`config.mk`:
```
export PLATFORM = sky130hd
export DESIGN_NAME = demux1x4_tdm
export DESIGN_NICKNAME = d
export VERILOG_FILES = /design/src/rtl/demux1x4_tdm.sv
export SDC_FILE = /design/constraint.sdc
export NUM_CORES = 1
export LEC_CHECK = 0
export CORE_MARGIN = 5
export CORE_UTILIZATION = 40
export DETAILED_ROUTE_END_ITERATION = 12
export PLACE_DENSITY_LB_ADDON = 0.12
export SLEW_MARGIN = 5
export SYNTH_ARGS = -nofsm -noshare
export SYNTH_HDL_FRONTEND = slang
export SYNTH_SLANG_ARGS = --single-unit
export TNS_END_PERCENT = 50
```
`constraint.sdc`:
```
create_clock -name Clk -period 1 [get_ports Clk]
set_input_delay 0.15 -clock Clk [delete_from_list [all_inputs] [get_ports Clk]]
set_output_delay 0.15 -clock Clk [all_outputs]
set_load 0.01 [all_outputs]
```
`src/rtl/demux1x4_tdm.sv`:
```
// rtl/demux1x4_tdm.sv - Time-division 1-to-4 demultiplexer with HUNT/LOCK frame alignment
module demux1x4_tdm #(
    parameter int WIDTH = 1
) (
    input  logic             Clk,
    input  logic             Rst,
    input  logic [WIDTH-1:0] D,
    input  logic             Sync,
    input  logic             En,
    output logic [WIDTH-1:0] Q3,
    output logic [WIDTH-1:0] Q2,
    output logic [WIDTH-1:0] Q1,
    output logic [WIDTH-1:0] Q0,
    output logic             Valid,
    output logic             S1,
    output logic             S0,
    output logic             Locked,
    output logic             Err
);

    typedef enum logic {HUNT = 1'b0, LOCK = 1'b1} state_t;

    state_t           state, state_nxt;
    logic [1:0]       slot, slot_nxt;
    logic [WIDTH-1:0] h0, h1, h2;
    logic             valid_nxt, err_nxt;
    logic             ld_h0, ld_h1, ld_h2, ld_q;

    always_ff @(posedge Clk) begin
        if (!Rst) begin
            state <= HUNT;
            slot  <= 2'd0;
            h0    <= '0;
            h1    <= '0;
            h2    <= '0;
            Q0    <= '0;
            Q1    <= '0;
            Q2    <= '0;
            Q3    <= '0;
            Valid <= 1'b0;
            Err   <= 1'b0;
        end else begin
            state <= state_nxt;
            slot  <= slot_nxt;
            Valid <= valid_nxt;
            Err   <= err_nxt;
            if (ld_h0) h0 <= D;
            if (ld_h1) h1 <= D;
            if (ld_h2) h2 <= D;
            // Whole frame lands on one edge so consumers never see a mixed frame
            if (ld_q) begin
                Q3 <= D;
                Q2 <= h2;
                Q1 <= h1;
                Q0 <= h0;
            end
        end
    end

    always_comb begin
        state_nxt = state;
        slot_nxt  = slot;
        if (En) begin
            case (state)
                HUNT: begin
                    if (Sync) begin
                        state_nxt = LOCK;
                        slot_nxt  = 2'd1;
                    end
                end
                LOCK: begin
                    if (Sync) begin
                        slot_nxt = 2'd1;
                    end else if (slot == 2'd0) begin
                        state_nxt = HUNT;
                        slot_nxt  = 2'd0;
                    end else begin
                        slot_nxt = slot + 2'd1;
                    end
                end
                default: begin
                    state_nxt = HUNT;
                    slot_nxt  = 2'd0;
                end
            endcase
        end
    end

    always_comb begin
        valid_nxt = 1'b0;
        err_nxt   = 1'b0;
        ld_h0     = 1'b0;
        ld_h1     = 1'b0;
        ld_h2     = 1'b0;
        ld_q      = 1'b0;
        if (En) begin
            if (state == HUNT) begin
                ld_h0 = Sync;
            end else if (Sync) begin
                // Sync anywhere but slot 0 restarts the frame at this sample
                ld_h0   = 1'b1;
                err_nxt = (slot != 2'd0);
            end else begin
                case (slot)
                    2'd0: err_nxt = 1'b1;
                    2'd1: ld_h1 = 1'b1;
                    2'd2: ld_h2 = 1'b1;
                    default: begin
                        ld_q      = 1'b1;
                        valid_nxt = 1'b1;
                    end
                endcase
            end
        end
    end

    assign Locked = (state == LOCK);
    assign S1     = slot[1];
    assign S0     = slot[0];

endmodule

```
# Word level (Yosys, flattened, before mapping)
# Index checks and enable logic that the tools add are counted.
# word_totals
rom_bits,0
mem_bits_rw,0
n_memories,0
out_inout_bits,9
word_cells,45
latchBits,0
register_bits,12
in_bits,5
# op_classes
multipliers,0
eq_ne,3
addsub,1
bitwise,1
shifts,0
reduce_logical,5
magnitude_cmp,0
n_mux,24
n_div,0
# op_table
op,n
$mux W1,19
$mux W2,3
$pmux W2 S2,1
$reduce_and A3 Y1,1
$reduce_or A3 Y1,1
$add A2 B1 Y2 const B,1
$eq A2 B1 Y1 const B,1
$eq A2 B2 Y1 const B,1
$logic_not A2 Y1,1
$ne A2 B2 Y1 const B,1
$pmux W1 S2,1
$reduce_and A2 Y1,1
$reduce_bool A2 Y1,1
$not A1 Y1,1

# Logic depth before layout (Yosys ltp)
# logic_depth
depth_word,6
mapped_depth,4
depth_no_buf,4

# Least setup slack after synthesis
# No wires, ideal clock.
# synth_path
path_type,reg-to-reg
start,reg slot[1]
end,reg Err
arrival_time_ns,1.124
slack_ns,-0.202
synth_period_minus_slack_ns,1.202
setup_ns,0.078
required_ns,0.922
path_stages_with_launch,5
n_path_buf,0
path_cell_list,dfxtp_1 -> inv_1 -> ha_1 -> ha_1 -> nor3_1
# synth_between
elab_chain_len,3
elab_cells_between_ends,4
cone_classes,2 x mux; 2 x reduce/logical
# synth_lines
element,line,source
from (decl),24,"logic [1:0] slot, slot_nxt;"
from (signal assigned),44,slot <= slot_nxt;
$logic_not A2 Y1,104,case (slot)
$mux W1,104,
$mux W1 *,99,end else if (Sync) begin
to (signal assigned),46,Err <= err_nxt;
to (decl),18,output logic Err
# Every way passes the cells marked *; elsewhere a longest branch is shown, timed or not.
# A chain may end at the register's enable or synchronous reset.

# Final worst setup path
# layout_path
start,reg slot[0]
end,reg slot[0]
# layout_between
elab_chain_len,4
elab_cells_between_ends,5
cone_classes,1 x add/sub; 3 x mux; 1 x reduce/logical
# layout_lines
element,line,source
$add A2 B1 Y2 or $logic_not A2 Y1 (tied branches),"78, 74",
$mux W2 *,74,end else if (slot == 2'd0) begin
$mux W2 *,72,if (Sync) begin
$pmux W2 S2 *,64,case (state)
# Marks and branches as above.

==> impl_metrics.toml <==
[route]
detail_route.wl_per_cell_um = 12.15
vias = 457
drc = 0
wl_um = 1106
dr.pass1.iters = 4
vias_per_cell = 5.022
antenna_left = 0
drtIter0Drc = 2

[timing]
fmax_mhz = 984.9
period_needed_ps = 1015
period_share = 1.015
rsz0062_at_grt = "yes"
finClkSkew_ps = 4.863
finalHoldViolCount = 0
maxSlewViolCount = 0
relSlewSlack = 0.8065
setup_viol = 2
layout_setup_ws_ps = -15.30
fin_tns_setup_ps = -29.51
worst_pin_slew_ps = 290.3

[layout]
largest_register = "slot"
final_cell_mix = "nand2_1 (9), dfxtp_1 (8), mux2i_1 (6)"
n_antenna_cell = 0
stdcell_count = 91
largest_reg_flops = 2
syn_to_final_growth_pct = 33.61
final_common_cell = "nand2_1"
drive_gt1_frac = 0.4400
final_nets = 87

[yosys]
yosys.cell_types.count = 21
synth-seq-cells = 12
ys.flop_type = "dfxtp_1"
ys_warn_count = 0
async_flop_share = 0
syn_inst = 56
avgSynthCellArea_um2 = 10.64
synth-seq-area-share = 0.4034
synth_area_um2 = 595.6
synth_nets = 67
synth_edf_count = 0

[worst_setup_path]
worstPathRequired_ps = 1160
cp_max_fo = 4
crit_chain = "inv_4 > ha_1 > and4bb_1 > a211oi_2"
worst_path_largest_cell_delay_ps = 390
cp.arrival_ps = 1180
ff2ff_path_depth = 4
endpoint_kind = "register"
crit_path_start = "slot[0]$_SDFFE_PN0P_"
cp-start-kind = "register"
crit_path_end = "slot[0]$_SDFFE_PN0P_"
worstReg2RegEnd = "slot[0]$_SDFFE_PN0P_"
r2r_setup_slack_ps = -20
critPathSlowestCell = "dfxtp_4"
reg2reg_from = "slot[0]$_SDFFE_PN0P_"
crit_type = "register to register"

[cts]
clockBufferDepth = 2
cts.sinks = 12
clkLatencyLatePin_ps = 270
clkTransAtPathRegs_ps = 80
cts_tree = "built"
h-tree-depth = 1
numCtsBuffers = 3
cts_root_buffer = "clkbuf_4"
holdBufCountCts = 0

[power]
power.share.clock = 0.329
powerDensity_nw_per_um2 = 1173
power_frac_comb = 0.140
ir_worst_vdd_mv = 0.5708
netSwitchingFraction = 0.2558
seqPwrFrac = 0.531
p_sw_mw = 0.2388
internal_power_mw = 0.6948
power_leakage_nw = 0.3811

[hold_path]
hp-class = "input pin to register"

[global_routing]
antenna_found_initial = 0
track_usage = 0.1078
grt_pass1_wl_um = 1932
grt-ovfl-total = 0
grt_pass1_vias = 431
grt_max_degree = 10

[floorplanning]
die_w_um = 48.59
ioPinCount = 14
core_area_um2 = 1454
initial_core_util = 0.4096
row_count = 14
fp.dieH_um = 48.59
die_area_um2 = 2361

[placement]
place.gp.congestion = 0.7374
placed_cells = 87
io_buffers = 13
pre_cts_slack_ps = -345.0
dp_hpwl_um = 807.9

[flow_run]
drv_cap = 0

[outcome]
status = "finished, violations left"
violations = "negative setup slack"
how the worst min path moves through the flow:
| stage | start | to | slack, ps | cells after the start |
|---|---|---|---|---|
| after detailed placement | Q3$_SDFFE_PN0P_ | Q3$_SDFFE_PN0P_ | 450 | 2 |
| final | Sync | h0$_SDFFE_PN0P_ | 400 | 3 |
| after floorplan | D | h0$_SDFFE_PN0P_ | 300 | 2 |
| after global routing | Sync | h0$_SDFFE_PN0P_ | 430 | 3 |
| after CTS | Sync | h0$_SDFFE_PN0P_ | 390 | 3 |
| after global placement | Q0$_SDFFE_PN0P_ | Q0$_SDFFE_PN0P_ | 450 | 2 |
routing by layer:
layer,GRT usage,vias to the layer above,share of wire
met5,0,-,0
met4,0.09417,0,0.024
met3,0.04294,2,0.049
met2,0.1413,12,0.44
met1,0.1327,208,0.48
li1,-,235,-
logic make-up after synthesis:
logic type | after synthesis | synth area share
flip-flops | 12 | 0.4034
buffers and inverters | 8 | 0.08822
multiplexers | 6 | 0.1008
AND/OR/NAND/NOR | 17 | 0.1869
adder cells (fa/ha/maj) | 6 | 0.1260
AO/OA/AOI/OAI | 7 | 0.09453
power groups by stage:
stage / Combinational (mW) / Clock [mW] / Sequential [mW]
after floorplan: 0.0771 / 0 / 0.507
after global placement: 0.131 / 0 / 0.504
after detailed placement: 0.130 / 0 / 0.504
after CTS: 0.127 / 0.320 / 0.493
after global routing: 0.145 / 0.350 / 0.497
final: 0.131 / 0.307 / 0.495
synthesized netlist by cell type (all sizes together) (2+ instances only):
library cell	count	area [um^2]
buf	4	37.53
nand2	9	33.78
a21oi	2	10.01
nand4b	3	41.29
ha	6	75.07
inv	4	15.01
mux2i	6	60.06
dfxtp	12	240.2
worst max-delay path: cells and delay by family (launching register included):
| kind | cells | cell delay, ps |
|---|---|---|
| compound gates | 1 | 40 |
| simple gates | 1 | 260 |
| buf+inv | 1 | 60 |
| fa+ha+maj | 1 | 160 |
| flops | 1 | 390 |
timing repair:
item | 4_1_cts | 5_1_grt
setup buffers | 0 | 0
endpoints found under the setup margin | 19 | 16
resized for setup | 28 | 14
pin swaps | 1 | 3
metrics by stage:
step                      power, mW  hold WS (ps)  utilization  instance area (um^2)
after global placement       0.6341         445.5       0.5353                 778.2
final                        0.9336         399.9       0.5473                 795.8
after global routing         0.9929         430.5       0.5473                 795.8
after detailed placement     0.6345         452.3       0.5353                 778.2
after floorplan              0.5840         296.0            -                 620.6
after CTS                    0.9401         392.8       0.5516                 802.0
area by class of cell:
cell class                      instances  area (um^2)
Clock inverter                          1        3.754
Clock buffer                            3        22.52
Fill cell                             142        658.1
Inverter                                4        20.02
Multi-Input combinational cell         36        347.8
Timing Repair Buffer                   19        131.4
Sequential cell                        12        250.2
Tap cell                               16        20.02
No activity file was read; power rests on OpenSTA's default activity.
==> RTL change 1 (config.mk and constraints unchanged) <==
Reset style: asynchronous (`Rst`), changed in one clocked block.
--- a/src/rtl/demux1x4_tdm.sv
+++ b/src/rtl/demux1x4_tdm.sv
@@ -26,7 +26,7 @@
     logic             valid_nxt, err_nxt;
     logic             ld_h0, ld_h1, ld_h2, ld_q;
 
-    always_ff @(posedge Clk) begin
+    always_ff @(posedge Clk or negedge Rst) begin
         if (!Rst) begin
             state <= HUNT;
             slot  <= 2'd0;
Check against the original RTL: differs if Rst is asserted again (counterexample within 4 cycles, from zero or initial values and one cycle with Rst low); with Rst held inactive, the same outputs for 10 cycles.
==> RTL change 1 against the unedited design <==
The flow still finishes with violations (setup timing); clock skew grew 0.0075 ns; setup slack got worse by 0.27 ns; sequential cell count stayed put; largest cell class unchanged; via count rose by 3.7%; non-clock buffer count is 14 higher; cell area up 30%; highest routed layer unchanged; routed wire length increased by 30%; synthesized area up 8.8%; maximum frequency down 21%.
Power is not compared: it rests on default switching activity, and its combinational part moved more than twofold at a synthesized area within 25%.
==> RTL change 1: results (changes against the unedited design) <==
[placed_design]
port_buffers=13  ; unchanged
place_area_sq_um=878  ; +13%
dp_slack_ns=-0.441  ; -0.0956 ns
placed_cells=84  ; -3.4%
gp_congestion=0.683  ; -7.4%
dp_hpwl_um=873  ; +8.1%

[cells_and_area]
largest_register=slot
finalNetCount=93  ; +6.9%
largest_register_ffs=2  ; unchanged
finish.utilization_pct=67.7  ; +13 points
layout.cells.non_filler=97  ; +6.6%
fill_cells=116  ; -18%
drive_gt1_share_pct=64.2  ; +20 points
antenna_cells=0  ; unchanged

[logic_synthesis]
avgSynthCellArea_sq_um=13.8  ; +30%
synth_area_leaders=dfrtp_1, mux2_4, ha_1
yosysWarnings=0  ; unchanged
synthTopCellsByCount=dfrtp_1, ha_1, mux2_4
synth_cell_type_count=18  ; -14%
syn-num-nets=58  ; -13%
async_flop_share_pct=100  ; +100 points
yosysSeqAreaShare_pct=46.3  ; +6.0 points

[timing]
setup_viol=13  ; +11
worstMarginPinSlew_ns=0.382  ; +0.0919 ns
tns_ns=-2.69  ; -2.66 ns
skew_ns=0.0124  ; +0.00754 ns
setup_ws_ns=-0.289  ; -0.273 ns
hold_ws_ns=0.158  ; -0.242 ns

[routing]
avgRoutedWirePerCell_um=14.9  ; +22%
drt_pre_antenna_iters=2  ; -2
drt_iter0_drc=2  ; unchanged
vias=474  ; +3.7%

[global_route]
grt_max_degree=13  ; +3
track_usage_pct=14.3  ; +3.5 points
grt_pass1_vias=529  ; +23%
grt_pass1_wl_um=2570  ; +33%
antenna_found_initial=0  ; unchanged

[power]
vdd_ir_drop_max_uv=1670
p_leak_nw=0.526

[clock_network]
clockRootBuffer=clkbuf_4
cts_buffer_depth=2  ; unchanged
numCtsBuffers=3  ; unchanged
clkTransAtPathRegs_ns=0.08  ; about the same
h-tree-depth=1  ; unchanged
clkLatencyLatePin_ns=0.28

[critical_path]
path_max_fanout=5  ; +1
reg2reg_to=h1$_DFFE_PN0P_
r2r_cells=5  ; +1
timing.rr.start=slot[1]$_DFFE_PN0P_
crit_arrival_ns=1.45  ; +0.27 ns

[outcome]
violations=setup timing
status=finished with violations

[worst_hold_path]
min_path_type=in2async

## RTL change 1: cell count changes after synthesis, moves of 2 or more
cell	before	now
dfxtp_1	12	0
mux2i_1	6	0
nand4b_2	0	2
dfrtp_1	0	12
nand2_1	9	2
mux2_4	0	6
## RTL change 1: how the worst max path moves through the flow
stage                              from             endpoint
finish              slot[1]$_DFFE_PN0P_       h1$_DFFE_PN0P_
global route        slot[1]$_DFFE_PN0P_       h1$_DFFE_PN0P_
CTS                 slot[0]$_DFFE_PN0P_  slot[0]$_DFFE_PN0P_
detailed placement                   En       Q2$_DFFE_PN0P_
global placement                     En       Q0$_DFFE_PN0P_
floorplan           slot[1]$_DFFE_PN0P_       h1$_DFFE_PN0P_
## RTL change 1: logic make-up after synthesis
group | synth area share (%)
fa+ha+maj | 11.6
flops | 46.3
compound gates | 3.09
simple gates | 16.4
mux | 15.6
buf+inv | 6.95
## RTL change 1: layer usage
metal	track usage, %	wire, um
met2	20.3	671
met4	9.17	46
met3	7.40	116
met1	16.7	606
met5	0	0
## RTL change 1: critical path, stage by stage, from the launching register on
cell and delay, ns:
dfrtp_2 0.41, buf_6 0.15, inv_6 0.07, ha_4 0.14, nand4b_4 0.10, mux2_4 0.31
## RTL change 1: timing repair
action	in CTS	in global routing
setup endpoints to repair	20	16
pin swaps	6	1
resized for setup	51	4
setup buffers	7	2
## RTL change 1: power breakdown
part | internal [mW] | switching [mW]
Clock | 0.222 | 0.165
Sequential | 0.675 | 0.105
Combinational | 0.844 | 0.596
## RTL change 1: layout make-up
type / count / area (sq um) / area share [%]
well taps: 16 / 20.0 / 1.94
repair buffers: 33 / 273 / 26.4
clock buffers: 4 / 36.3 / 3.52
multi-input cells: 28 / 375 / 36.4
inverters: 4 / 25.0 / 2.42
flip-flops and latches: 12 / 303 / 29.3
==> RTL change 2 (same flow settings) <==
Made on the original files. Register the inputs `D`, `Sync` and `En` before use, without a reset. The logic sees them one clock later.
--- a/src/rtl/demux1x4_tdm.sv
+++ b/src/rtl/demux1x4_tdm.sv
@@ -19,6 +19,16 @@
 );
 
     typedef enum logic {HUNT = 1'b0, LOCK = 1'b1} state_t;
+
+    logic [WIDTH-1:0] D_q;
+    logic Sync_q;
+    logic En_q;
+
+    always_ff @(posedge Clk) begin
+        D_q    <= D;
+        Sync_q <= Sync;
+        En_q   <= En;
+    end
 
     state_t           state, state_nxt;
     logic [1:0]       slot, slot_nxt;
@@ -44,12 +54,12 @@
             slot  <= slot_nxt;
             Valid <= valid_nxt;
             Err   <= err_nxt;
-            if (ld_h0) h0 <= D;
-            if (ld_h1) h1 <= D;
-            if (ld_h2) h2 <= D;
+            if (ld_h0) h0 <= D_q;
+            if (ld_h1) h1 <= D_q;
+            if (ld_h2) h2 <= D_q;
             // Whole frame lands on one edge so consumers never see a mixed frame
             if (ld_q) begin
-                Q3 <= D;
+                Q3 <= D_q;
                 Q2 <= h2;
                 Q1 <= h1;
                 Q0 <= h0;
@@ -60,16 +70,16 @@
     always_comb begin
         state_nxt = state;
         slot_nxt  = slot;
-        if (En) begin
+        if (En_q) begin
             case (state)
                 HUNT: begin
-                    if (Sync) begin
+                    if (Sync_q) begin
                         state_nxt = LOCK;
                         slot_nxt  = 2'd1;
                     end
                 end
                 LOCK: begin
-                    if (Sync) begin
+                    if (Sync_q) begin
                         slot_nxt = 2'd1;
                     end else if (slot == 2'd0) begin
                         state_nxt = HUNT;
@@ -93,10 +103,10 @@
         ld_h1     = 1'b0;
         ld_h2     = 1'b0;
         ld_q      = 1'b0;
-        if (En) begin
+        if (En_q) begin
             if (state == HUNT) begin
-                ld_h0 = Sync;
-            end else if (Sync) begin
+                ld_h0 = Sync_q;
+            end else if (Sync_q) begin
                 // Sync anywhere but slot 0 restarts the frame at this sample
                 ld_h0   = 1'b1;
                 err_nxt = (slot != 2'd0);
Behaviour: not the same (a bounded check fails within 4 cycles, from zero or initial values and one cycle with Rst low).
==> RTL change 2 against the unedited design <==
The run still ends with setup timing left; synthesized area increased by 6.5%; first-iteration DRC count stayed put; clock power grew 8.5%; cell area rose by 11%; setup slack got worse by 0.0096 ns; die area rose by 5.2%; total power increased by 18%; routed wire length rose by 9.2%; sequential cell count is 3 higher; combinational power grew 9%; sequential share of layout area up 4.2 points; largest power group unchanged.
==> RTL change 2: results (changes against the unedited design) <==
[outcome]
status=finished with violations
violations=setup timing

[global_route]
grt_max_degree=11  ; +1
grt_pass1_vias=467  ; +8.4%
track_usage_pct=10.8  ; -0.028 points
grt_pass1_wl_um=2080  ; +7.8%

[timing]
max_slew_margin_pct=87.7  ; +7.1 points
setup_viol=3  ; +1
skew_ns=0.000885  ; -0.00398 ns
setup_ws_ns=-0.0249  ; -0.00958 ns

[cells_and_area]
finalNetCount=94  ; +8.0%
largest_register=slot
drive_gt1_share_pct=47.6  ; +3.6 points
layout.cells.non_filler=98  ; +7.7%

[routing]
via_per_inst=4.97  ; -1.0%
drt-total-wl_um=1210  ; +9.2%
drt_pre_antenna_iters=3  ; -1

[logic_synthesis]
synth_area_leaders=dfxtp_1, ha_1, mux2i_1
synth_cell_type_count=20  ; -4.8%
synthTopCellsByCount=dfxtp_1, nand2_1, ha_1, mux2i_1, inv_1
syn-num-nets=70  ; +4.5%
yosysSeqAreaShare_pct=47.3  ; +7.0 points
syn_inst=59  ; +5.4%

[placed_design]
gp_congestion=0.694  ; -5.9%
dp_slack_ns=-0.112  ; +0.233 ns
dp_hpwl_um=919  ; +14%

[clock_network]
clockRootBuffer=clkbuf_4
clkTransAtPathRegs_ns=0.08  ; about the same

[critical_path]
path_max_fanout=4  ; unchanged
max_stage_delay_ns=0.37  ; -0.02 ns

[worst_hold_path]
worst_hold_path.num_cells=1  ; -2

[power]
vdd_ir_drop_max_uv=779  ; +36%
p_leak_nw=0.417  ; +9.3%

[RTL change 2: path summary, 6_finish.rpt]
path                                      startpoint  slack, ns         endpoint
worst max-delay path            slot[0]$_SDFFE_PN0P_      -0.02  h1$_SDFFE_PN0P_
worst min-delay path                            Sync       0.30   Sync_q$_DFF_P_
worst max register to register  slot[0]$_SDFFE_PN0P_      -0.02  h1$_SDFFE_PN0P_
worst min register to register       h0$_SDFFE_PN0P_       0.45  Q0$_SDFFE_PN0P_
[RTL change 2: cells by family (layout without fill, tap and decap cells)]
kind of cell             after synthesis  in the layout  share of synthesized area (%)
AND/OR/NAND/NOR                       17             17                           15.8
adder cells (fa/ha/maj)                6              6                           11.8
multiplexers                           6              6                           9.47
AO/OA/AOI/OAI                          7              7                           8.88
buffers and inverters                  8             31                           6.71
flip-flops                            15             15                           47.3
[RTL change 2: power breakdown]
part	total, mW	switching [mW]	internal [mW]
Combinational	0.143	0.0644	0.0784
Sequential	0.627	0.0156	0.611
Clock	0.333	0.178	0.155
[RTL change 2: worst reg2reg max path, stage by stage (launching register included)]
cell	delay [ns]
dfxtp_4	0.37
buf_4	0.13
ha_1	0.17
nand4b_1	0.11
mux2i_1	0.18
[RTL change 2: per-layer routing]
layer | wire (um) | part of all wire (%) | GRT usage (%) | vias up
met5 | 0 | 0 | 0 | -
met4 | 0 | 0 | 1.31 | 0
met3 | 59 | 4.9 | 5.42 | 0
met2 | 591 | 49 | 17.2 | 11
met1 | 558 | 46 | 13.3 | 228
li1 | - | - | - | 248
[RTL change 2: area by class of cell]
cell class                      instances  share of cell area (%)
Inverter                                5                    2.41
Clock buffer                            4                    2.97
Timing Repair Buffer                   22                    18.0
Sequential cell                        15                    35.7
Multi-Input combinational cell         36                    38.7
Tap cell                               16                    2.27
[RTL change 2: stage by stage]
stage          area, sq um  power, mW  setup TNS (ns)
2_1_floorplan          667      0.711               0
3_3_place_gp           861      0.776          -0.739
3_5_place_dp           861      0.780          -0.833
4_1_cts                888       1.12          -0.153
5_1_grt                883       1.17          -0.477
6_report               883       1.10         -0.0627
[RTL change 2: repair_timing]
item / CTS / global route
resized for setup: 30 / 15
pin swaps: 0 / 1
endpoints found under the setup margin: 18 / 17
cloned: 0 / 0
